[src/rtl/ili9341_rgb_timing.sv]
// ILI9341 RGB-interface timing generator: lock qualification, H/V scan counters,
// and a two-stage output pipeline that requests each pixel one cycle ahead of DE.
module ili9341_rgb_timing #(
  parameter int H_ACTIVE  = 240,
  parameter int H_FP      = 10,
  parameter int H_SYNC    = 10,
  parameter int H_BP      = 20,
  parameter int V_ACTIVE  = 320,
  parameter int V_FP      = 4,
  parameter int V_SYNC    = 2,
  parameter int V_BP      = 2,
  parameter int LOCK_WAIT = 1024,
  localparam int XW = (H_ACTIVE > 1) ? $clog2(H_ACTIVE) : 1,
  localparam int YW = (V_ACTIVE > 1) ? $clog2(V_ACTIVE) : 1
) (
  input  logic          clock_in,
  input  logic          reset_n,
  input  logic          locked,
  input  logic          enable,
  output logic          req_valid,
  output logic [XW-1:0] req_x,
  output logic [YW-1:0] req_y,
  output logic          hsync_n,
  output logic          vsync_n,
  output logic          de,
  output logic [XW-1:0] pixel_x,
  output logic [YW-1:0] pixel_y,
  output logic          frame_start,
  output logic          running
);

  localparam int H_TOTAL = H_SYNC + H_BP + H_ACTIVE + H_FP;
  localparam int V_TOTAL = V_SYNC + V_BP + V_ACTIVE + V_FP;
  localparam int HW      = $clog2(H_TOTAL);
  localparam int VW      = $clog2(V_TOTAL);
  localparam int LW      = (LOCK_WAIT > 1) ? $clog2(LOCK_WAIT) : 1;

  localparam logic [HW-1:0] H_LAST      = HW'(H_TOTAL - 1);
  localparam logic [HW-1:0] H_SYNC_END  = HW'(H_SYNC);
  localparam logic [HW-1:0] H_ACT_START = HW'(H_SYNC + H_BP);
  localparam logic [HW-1:0] H_ACT_END   = HW'(H_SYNC + H_BP + H_ACTIVE);
  localparam logic [VW-1:0] V_LAST      = VW'(V_TOTAL - 1);
  localparam logic [VW-1:0] V_SYNC_END  = VW'(V_SYNC);
  localparam logic [VW-1:0] V_ACT_START = VW'(V_SYNC + V_BP);
  localparam logic [VW-1:0] V_ACT_END   = VW'(V_SYNC + V_BP + V_ACTIVE);
  localparam logic [LW-1:0] LOCK_LAST   = LW'(LOCK_WAIT - 1);

  typedef enum logic [1:0] {
    WAIT_LOCK = 2'd0,
    STABILIZE = 2'd1,
    RUN       = 2'd2
  } state_e;

  function automatic logic [XW-1:0] col_of(input logic [HW-1:0] h);
    return XW'(h - H_ACT_START);
  endfunction

  function automatic logic [YW-1:0] row_of(input logic [VW-1:0] v);
    return YW'(v - V_ACT_START);
  endfunction

  logic          lock_meta_q;
  logic          lock_sync_q;
  state_e        state_q;
  logic [LW-1:0] lock_cnt_q;
  logic [HW-1:0] h_cnt_q;
  logic [VW-1:0] v_cnt_q;

  logic          h_wrap;
  logic          v_wrap;
  logic          h_act;
  logic          v_act;
  logic          run_ok;
  logic          lock_lost;

  // Stage 1 next values and registers (request stage)
  logic          req_valid_d;
  logic [XW-1:0] req_x_d;
  logic [YW-1:0] req_y_d;
  logic          hs_d;
  logic          vs_d;
  logic          fs_d;
  logic          req_valid_p1_q;
  logic [XW-1:0] req_x_p1_q;
  logic [YW-1:0] req_y_p1_q;
  logic          hs_p1_q;
  logic          vs_p1_q;
  logic          fs_p1_q;

  // Stage 2 registers (display stage)
  logic          de_p2_q;
  logic [XW-1:0] px_p2_q;
  logic [YW-1:0] py_p2_q;
  logic          hs_p2_q;
  logic          vs_p2_q;
  logic          fs_p2_q;

  always_ff @(posedge clock_in or negedge reset_n) begin
    if (!reset_n) begin
      lock_meta_q <= 1'b0;
      lock_sync_q <= 1'b0;
    end else begin
      lock_meta_q <= locked;
      lock_sync_q <= lock_meta_q;
    end
  end

  assign h_wrap    = (h_cnt_q == H_LAST);
  assign v_wrap    = (v_cnt_q == V_LAST);
  assign run_ok    = (state_q == RUN) && lock_sync_q;
  assign lock_lost = (state_q == RUN) && !lock_sync_q;

  always_ff @(posedge clock_in or negedge reset_n) begin
    if (!reset_n) begin
      state_q    <= WAIT_LOCK;
      lock_cnt_q <= '0;
      h_cnt_q    <= '0;
      v_cnt_q    <= '0;
    end else begin
      case (state_q)
        WAIT_LOCK: begin
          lock_cnt_q <= '0;
          h_cnt_q    <= '0;
          v_cnt_q    <= '0;
          if (lock_sync_q) state_q <= STABILIZE;
        end
        STABILIZE: begin
          h_cnt_q <= '0;
          v_cnt_q <= '0;
          if (!lock_sync_q) begin
            state_q    <= WAIT_LOCK;
            lock_cnt_q <= '0;
          end else if (lock_cnt_q == LOCK_LAST) begin
            // Count stays saturated here until scanning is enabled.
            if (enable) state_q <= RUN;
          end else begin
            lock_cnt_q <= lock_cnt_q + LW'(1);
          end
        end
        RUN: begin
          if (!lock_sync_q) begin
            state_q    <= WAIT_LOCK;
            lock_cnt_q <= '0;
            h_cnt_q    <= '0;
            v_cnt_q    <= '0;
          end else begin
            if (h_wrap) begin
              h_cnt_q <= '0;
              v_cnt_q <= v_wrap ? '0 : v_cnt_q + VW'(1);
            end else begin
              h_cnt_q <= h_cnt_q + HW'(1);
            end
            // Disable only takes effect on a frame boundary.
            if (h_wrap && v_wrap && !enable) begin
              state_q    <= STABILIZE;
              lock_cnt_q <= LOCK_LAST;
            end
          end
        end
        default: begin
          state_q    <= WAIT_LOCK;
          lock_cnt_q <= '0;
          h_cnt_q    <= '0;
          v_cnt_q    <= '0;
        end
      endcase
    end
  end

  assign h_act = (h_cnt_q >= H_ACT_START) && (h_cnt_q < H_ACT_END);
  assign v_act = (v_cnt_q >= V_ACT_START) && (v_cnt_q < V_ACT_END);

  always_comb begin
    req_valid_d = 1'b0;
    req_x_d     = '0;
    req_y_d     = '0;
    hs_d        = 1'b1;
    vs_d        = 1'b1;
    fs_d        = 1'b0;
    if (run_ok) begin
      hs_d = !(h_cnt_q < H_SYNC_END);
      vs_d = !(v_cnt_q < V_SYNC_END);
      fs_d = (h_cnt_q == '0) && (v_cnt_q == '0);
      if (h_act && v_act) begin
        req_valid_d = 1'b1;
        req_x_d     = col_of(h_cnt_q);
        req_y_d     = row_of(v_cnt_q);
      end
    end
  end

  // Stage 1 -> stage 2 boundary
  always_ff @(posedge clock_in or negedge reset_n) begin
    if (!reset_n) begin
      req_valid_p1_q <= 1'b0;
      req_x_p1_q     <= '0;
      req_y_p1_q     <= '0;
      hs_p1_q        <= 1'b1;
      vs_p1_q        <= 1'b1;
      fs_p1_q        <= 1'b0;
      de_p2_q        <= 1'b0;
      px_p2_q        <= '0;
      py_p2_q        <= '0;
      hs_p2_q        <= 1'b1;
      vs_p2_q        <= 1'b1;
      fs_p2_q        <= 1'b0;
    end else begin
      req_valid_p1_q <= req_valid_d;
      req_x_p1_q     <= req_x_d;
      req_y_p1_q     <= req_y_d;
      hs_p1_q        <= hs_d;
      vs_p1_q        <= vs_d;
      fs_p1_q        <= fs_d;
      if (lock_lost) begin
        // Losing lock drops the partial frame: display stage goes idle at once.
        de_p2_q <= 1'b0;
        px_p2_q <= '0;
        py_p2_q <= '0;
        hs_p2_q <= 1'b1;
        vs_p2_q <= 1'b1;
        fs_p2_q <= 1'b0;
      end else begin
        de_p2_q <= req_valid_p1_q;
        px_p2_q <= req_x_p1_q;
        py_p2_q <= req_y_p1_q;
        hs_p2_q <= hs_p1_q;
        vs_p2_q <= vs_p1_q;
        fs_p2_q <= fs_p1_q;
      end
    end
  end

  assign req_valid   = req_valid_p1_q;
  assign req_x       = req_x_p1_q;
  assign req_y       = req_y_p1_q;
  assign hsync_n     = hs_p2_q;
  assign vsync_n     = vs_p2_q;
  assign de          = de_p2_q;
  assign pixel_x     = px_p2_q;
  assign pixel_y     = py_p2_q;
  assign frame_start = fs_p2_q;
  assign running     = (state_q == RUN);

endmodule

[config.mk]
export PLATFORM = sky130hd
export DESIGN_NAME = ili9341_rgb_timing
export DESIGN_NICKNAME = d
export VERILOG_FILES = /design/src/rtl/ili9341_rgb_timing.sv
export SDC_FILE = /design/constraint.sdc
export NUM_CORES = 1
export LEC_CHECK = 0
export ABC_AREA = 1
export BUFFER_PORTS_ARGS = -buffer_cell sky130_fd_sc_hd__buf_2
export CELL_PAD_IN_SITES_DETAIL_PLACEMENT = 2
export CELL_PAD_IN_SITES_GLOBAL_PLACEMENT = 2
export CORE_MARGIN = 5
export CORE_UTILIZATION = 37
export DETAILED_ROUTE_END_ITERATION = 8
export PLACE_DENSITY = 0.93
export SLEW_MARGIN = 20
export SYNTH_ARGS = -nofsm -noshare
export SYNTH_HDL_FRONTEND = slang
export SYNTH_SLANG_ARGS = --single-unit
export TNS_END_PERCENT = 100
[constraint.sdc]
create_clock -name clock_in -period 4.5 [get_ports clock_in]
set_input_delay 0.225 -clock clock_in [delete_from_list [all_inputs] [get_ports clock_in]]
set_output_delay 0.225 -clock clock_in [all_outputs]
set_load 0.01 [all_outputs]
After elaboration in Yosys (flattened, before gate mapping)
Index checks and enable logic that the tools add are counted.

Flip-flop bits (word level): 74. Word-level logic and storage cells: 91.

Add/sub/neg operators: 5. $lt $le $gt $ge: 6. Eq/ne operators: 11. Multiplexer cells: 34. Reductions and logical operators: 17.

Operators by type and width (count): 9-bit 2-to-1 mux (10); 10-bit 2-to-1 mux (4); 8-bit 2-to-1 mux (3); 10-bit case mux with 2 select lines (1); 9-bit by 1-bit adder with 9-bit output (second input constant) (2); 9-bit == test (second input constant) (2); 9-bit logical NOT (2); 9-bit < comparator (second input constant) (2); 2-bit 2-to-1 mux (6); 10-bit by 1-bit adder with 10-bit output (second input constant) (1); 10-bit == test (second input constant) (1); 9-bit by 3-bit greater-or-equal comparator with 1-bit output (second input constant) (1); 9-bit by 5-bit greater-or-equal comparator with 1-bit output (second input constant) (1); 9-bit by 2-bit < comparator with 1-bit output (second input constant) (1); 9-bit by 4-bit < comparator with 1-bit output (second input constant) (1); 1-bit 2-to-1 mux (9); 3-bit inequality test (second input constant) (3); 9-bit by 3-bit subtractor with 9-bit output (second input constant) (1); 1-bit logical AND (8); 8-bit by 5-bit subtractor with 8-bit output (second input constant) (1); 3-bit by 2-bit inequality test with 1-bit output (second input constant) (2); 2-bit case mux with 3 select lines (1); 1-bit logical NOT (4); 4-bit AND reduction (1); 5 further kinds (5).

Depth between registers and ports, before layout
Depth after elaboration: 6. Mapped depth: 10.

Worst setup path after synthesis
Ideal clock, no wire load.

Path kind: register to register. From: register state_q[0]. To: register lock_cnt_q[0]. Arrival time: 1.502 ns. Data required time: 4.373 ns. Slack: 2.870 ns. Stages on the path, launching flop included: 10. Path buffers: 1. Clock period less this slack: 1.630 ns. Path through: dfrtp_1 inv_1 ha_1 nand2_1 clkinv_1 nand2_2 nand3_1 buf_4 nand2_1 o21ai_0.

Word-level cells in the longest chain between the ends: 3. Elaborated cells on any way between the ends: 6.

Ends and longest elaborated chain: from (decl) (line 64) `state_e state_q;`; from (signal assigned) (line 115) `state_q <= WAIT_LOCK;`; from (signal assigned) (line 125) `if (lock_sync_q) state_q <= STABILIZE;`; from (signal assigned) (line 131) `state_q <= WAIT_LOCK;`; 2-bit == test *; net running (line 29) `output logic running`; 3-bit by 2-bit inequality test with 1-bit output (no source line); 2-bit AND reduction (no source line); to (signal assigned) (line 137) `lock_cnt_q <= lock_cnt_q + LW'(1);`; to (decl) (line 65) `logic [LW-1:0] lock_cnt_q;`.

Mark *: on every way through the listed nets, which the timed path passes. The rest lies on a longest branch. A chain may end at the register's enable or synchronous reset.

Final worst setup path
From: register state_q[0]. To: register lock_cnt_q[2].

Word-level cells in the longest chain between the ends: 3. Elaborated cells on any way between the ends: 6.

Ends and longest elaborated chain: 2-bit by 1-bit == test with 1-bit output / 2-bit == test (equally long branches) (line 120) `case (state_q)`; 3-bit inequality test (no source line) / 3-bit by 2-bit inequality test with 1-bit output (equally long branches); 2-bit AND reduction (no source line).

Parallel ways exist; a longest one is shown, timed or not.

==> results by group <==
Outcome
  • Outcome: completed

Synth
  • Yosys cell types: 28
  • Synth top area share: 48.3%
  • Prevailing post-synth register cell: dfrtp_1
  • Ys async rst share: 100%
  • Leading area contributor after synthesis: dfrtp_1
  • Sequential cell area fraction in the yosys report: 51.2%
  • Syn Nets: 460
  • Synth warnings: 0
  • Mapped Avg Cell Area: 8.23 µm²
  • Gate Count Post-Synth: 441
  • Synth Register Bits: 74
  • Cell Area, Synth: 0.00363 mm²
  • Most common library cells after synthesis: nand2_1 (95), dfrtp_1 (70), nor2_1 (70)
  • Cells taking the most area after synthesis: dfrtp_1 (48%), nand2_1 (9.8%), nor2_1 (7.2%), inv_1 (6.5%), ha_1 (5.2%)
  • Post-synth EDFFs: 0
  • Cell with the most instances after synthesis: nand2_1

Timing
  • Slew margin rel.: a little over a third
  • Least-Margin Pin Slew: 961 ps
  • Fin Setup TNS: 0 ps
  • Period Utilization, post-route: between 60% and 70%
  • F_max: 324 MHz
  • Final Max Slew Viols: 0
  • Final min period: about 3100 ps
  • Clk_skew: 8.61 ps
  • Setup violators final: 0
  • RSZ-0062 raised after global routing: no
  • Endpoints failing hold: 0

Critical path
  • Reg2reg start: state_q[0]$_DFFE_PN0P_
  • Flop-to-flop setup slack: 1410 ps
  • Buf+Inv Stages, Crit Path: 2
  • Most frequent cell on the critical path: nand2_1
  • Worst path cell trace: inv_1 > ha_1 > nand2_1 > clkinv_1 > nand2_2 > nand3_1 > nor2_2 > nand2_1 > nand2_1
  • Slowest stage delay, CP: about 510 ps
  • Critical setup path kind: reg -> reg
  • Worst path depth: 9
  • CP max FO: 25
  • Crit-path slowest cell: nand2_2
  • Crit path arrival time: approximately 3400 ps
  • Startpoint types: flop
  • WP data required: 4800 ps
  • Crit-path leading delay family: simple AND/OR/NAND/NOR gates
  • Worst setup EP type: flop
  • R2R cell count: 9
  • Reg-to-Reg End: lock_cnt_q[2]$_DFFE_PN0P_

Route
  • TritonRoute pass-1 iters: 4
  • Drt drc: 0
  • DR WL/cell: ~18 µm
  • Via count: 3,050
  • Vias per inst: around 4.9
  • 1st-iter DRT viols: between 60 and 70
  • Post-detailed-route count of antenna-violating nets: 0
  • Final WL: around 11 mm

Floorplanning
  • Core Area: 0.00968 mm²
  • Die Height: 109 µm
  • Die area: roughly 0.012 mm²
  • Io pins: between 40 and 50
  • # rows: 36
  • Die W: 109 µm
  • Starting Density: between 30% and 40%

Clock network
  • Largest buffer count on any clock path: 2
  • Sink Count: 74
  • CTS Buf Count: 9
  • Worst-Skew Late Latency: about 360 ps
  • CTS tree: built
  • CTS H-tree depth: 3
  • Root Buffer: clkbuf_8
  • Postcts setup bufs: 0
  • Clock-pin slew on the worst setup and hold paths: 80 ps

Power and ir drop
  • Final Power: 1570 µW
  • Leakage power: 0.00228 µW
  • PD cells: about 380 mW/mm²
  • Worst vdd ir: about 0.00014 V

Layout
  • Area delta synth->final: 14.8%
  • Fin area: 0.00417 mm²
  • Fraction of layout cells with a size suffix above 1: 17.9%
  • N_diodes: 0
  • Final net count: slightly above 500
  • Fillers: 1,112

Global routing
  • Grt peak-use layer: met2
  • First-pass GRT wire length: 18.7 mm
  • GR Layer Usage met3: 2.37%
  • GRT met2 Usage: 39.9%
  • Vias in the first global route: 3,579
  • GR Util All Layers: 20.8%
  • Largest net degree at the start of global routing: 75
  • Grt ovf: 0
  • Initial antenna violation count: 0
  • Grt met1 use: 23.4%

Hold path
  • Hold crit path type: in -> async

Placement
  • Gpl congestion: 0.812
  • PortBufs: 43
  • Area after DPL: ~0.004 mm²
  • Dpl hpwl: 8.29 mm

Flow run
  • # Max-Cap Violations: 0
## through the flow
| stage | instances | util (%) | hold slack [ps] | setup WS, ps |
|---|---|---|---|---|
| floorplan | 441 | - | -70.6 | 2870 |
| global placement | 608 | 40.9 | 338 | 1770 |
| detailed placement | 608 | 40.9 | 341 | 1500 |
| CTS | 625 | 43.0 | 53.9 | 1400 |
| global route | 625 | 43.0 | 105 | 1120 |
| finish | 625 | 43.0 | 19.5 | 1410 |
## flip-flops by register name (all words and copies together) (netlist names)
signal,flops
de,1
frame_start,1
fs_p1_q,1
h_cnt_q,9
hs_p1_q,1
hsync_n,1
lock_cnt_q,10
lock_meta_q,1
lock_sync_q,1
pixel_x,8
pixel_y,9
req_valid,1
req_x,8
req_y,9
state_q,2
v_cnt_q,9
vs_p1_q,1
vsync_n,1
## per-layer routing
layer  up-vias  wire [µm]
li1       1446          -
met1      1553       4660
met2        39       6240
met3        12        242
met4         0        201
met5         -          0
## cell usage in the layout (no fill, tap or decap)
master / Yosys / routed
nor3b_1: 1 / 1
inv_1: 63 / 63
bufinv_16: 0 / 1
nor2_4: 1 / 1
nor3_1: 4 / 4
nor2_2: 13 / 13
clkbuf_8: 0 / 10
nand2_2: 3 / 3
ha_1: 15 / 15
nand2_1: 95 / 95
o21ai_1: 1 / 1
dlygate4sd3_1: 0 / 1
nand3b_4: 1 / 1
dfstp_2: 4 / 4
nand3_1: 30 / 30
clkinv_4: 0 / 1
or2_2: 3 / 3
nor3_4: 1 / 1
o21bai_1: 1 / 1
dfrtp_1: 70 / 70
o21ai_0: 21 / 21
xnor2_1: 2 / 2
a21oi_1: 11 / 11
inv_2: 5 / 5
buf_4: 2 / 1
clkbuf_1: 3 / 2
nor2_1: 70 / 70
xor2_1: 8 / 8
buf_2: 3 / 42
clkinvlp_4: 0 / 1
clkinv_2: 0 / 1
nand4_1: 8 / 8
clkinv_1: 1 / 1
## cells by family after synthesis
kind of cell               synth area share (%)
AOI/OAI and AO/OA                          4.76
xor gates and xnor gates                   2.41
buffers and inverters                      8.58
adders and majority gates                  5.17
DFF                                        51.2
and+or+nand+nor                            27.9
## area by class of cell
type | instances | area, µm² | area share [%]
Timing Repair Buffer | 44 | 228 | 5.46
Clock inverter | 4 | 51.3 | 1.23
Clock buffer | 12 | 145 | 3.48
Tap cell | 133 | 166 | 3.99
Inverter | 69 | 259 | 6.21
Sequential cell | 74 | 1860 | 44.6
Multi-Input combinational cell | 289 | 1460 | 35.1
## power by group
part           switching [µW]  total, µW  internal, µW
Sequential               39.8        741           701
Combinational             214        298          83.7
Clock                     259        531           272
## how the worst max path moves through the flow
| stage | start | to | slack [ps] |
|---|---|---|---|
| floorplan | state_q[0]$_DFFE_PN0P_ | lock_cnt_q[0]$_DFFE_PN0P_ | 2870 |
| global placement | state_q[0]$_DFFE_PN0P_ | lock_cnt_q[3]$_DFFE_PN0P_ | 1770 |
| detailed placement | state_q[0]$_DFFE_PN0P_ | lock_cnt_q[2]$_DFFE_PN0P_ | 1500 |
| CTS | state_q[0]$_DFFE_PN0P_ | lock_cnt_q[2]$_DFFE_PN0P_ | 1400 |
| global route | state_q[0]$_DFFE_PN0P_ | lock_cnt_q[2]$_DFFE_PN0P_ | 1120 |
| finish | state_q[0]$_DFFE_PN0P_ | lock_cnt_q[2]$_DFFE_PN0P_ | 1410 |
## what timing repair did
action | 4_1_cts | 5_1_grt
gates resized for setup | 0 | 0
hold buffers | 1 | 0
hold endpoints to repair | 1 | 0
Note: power is estimated with default switching activity, not from simulation.
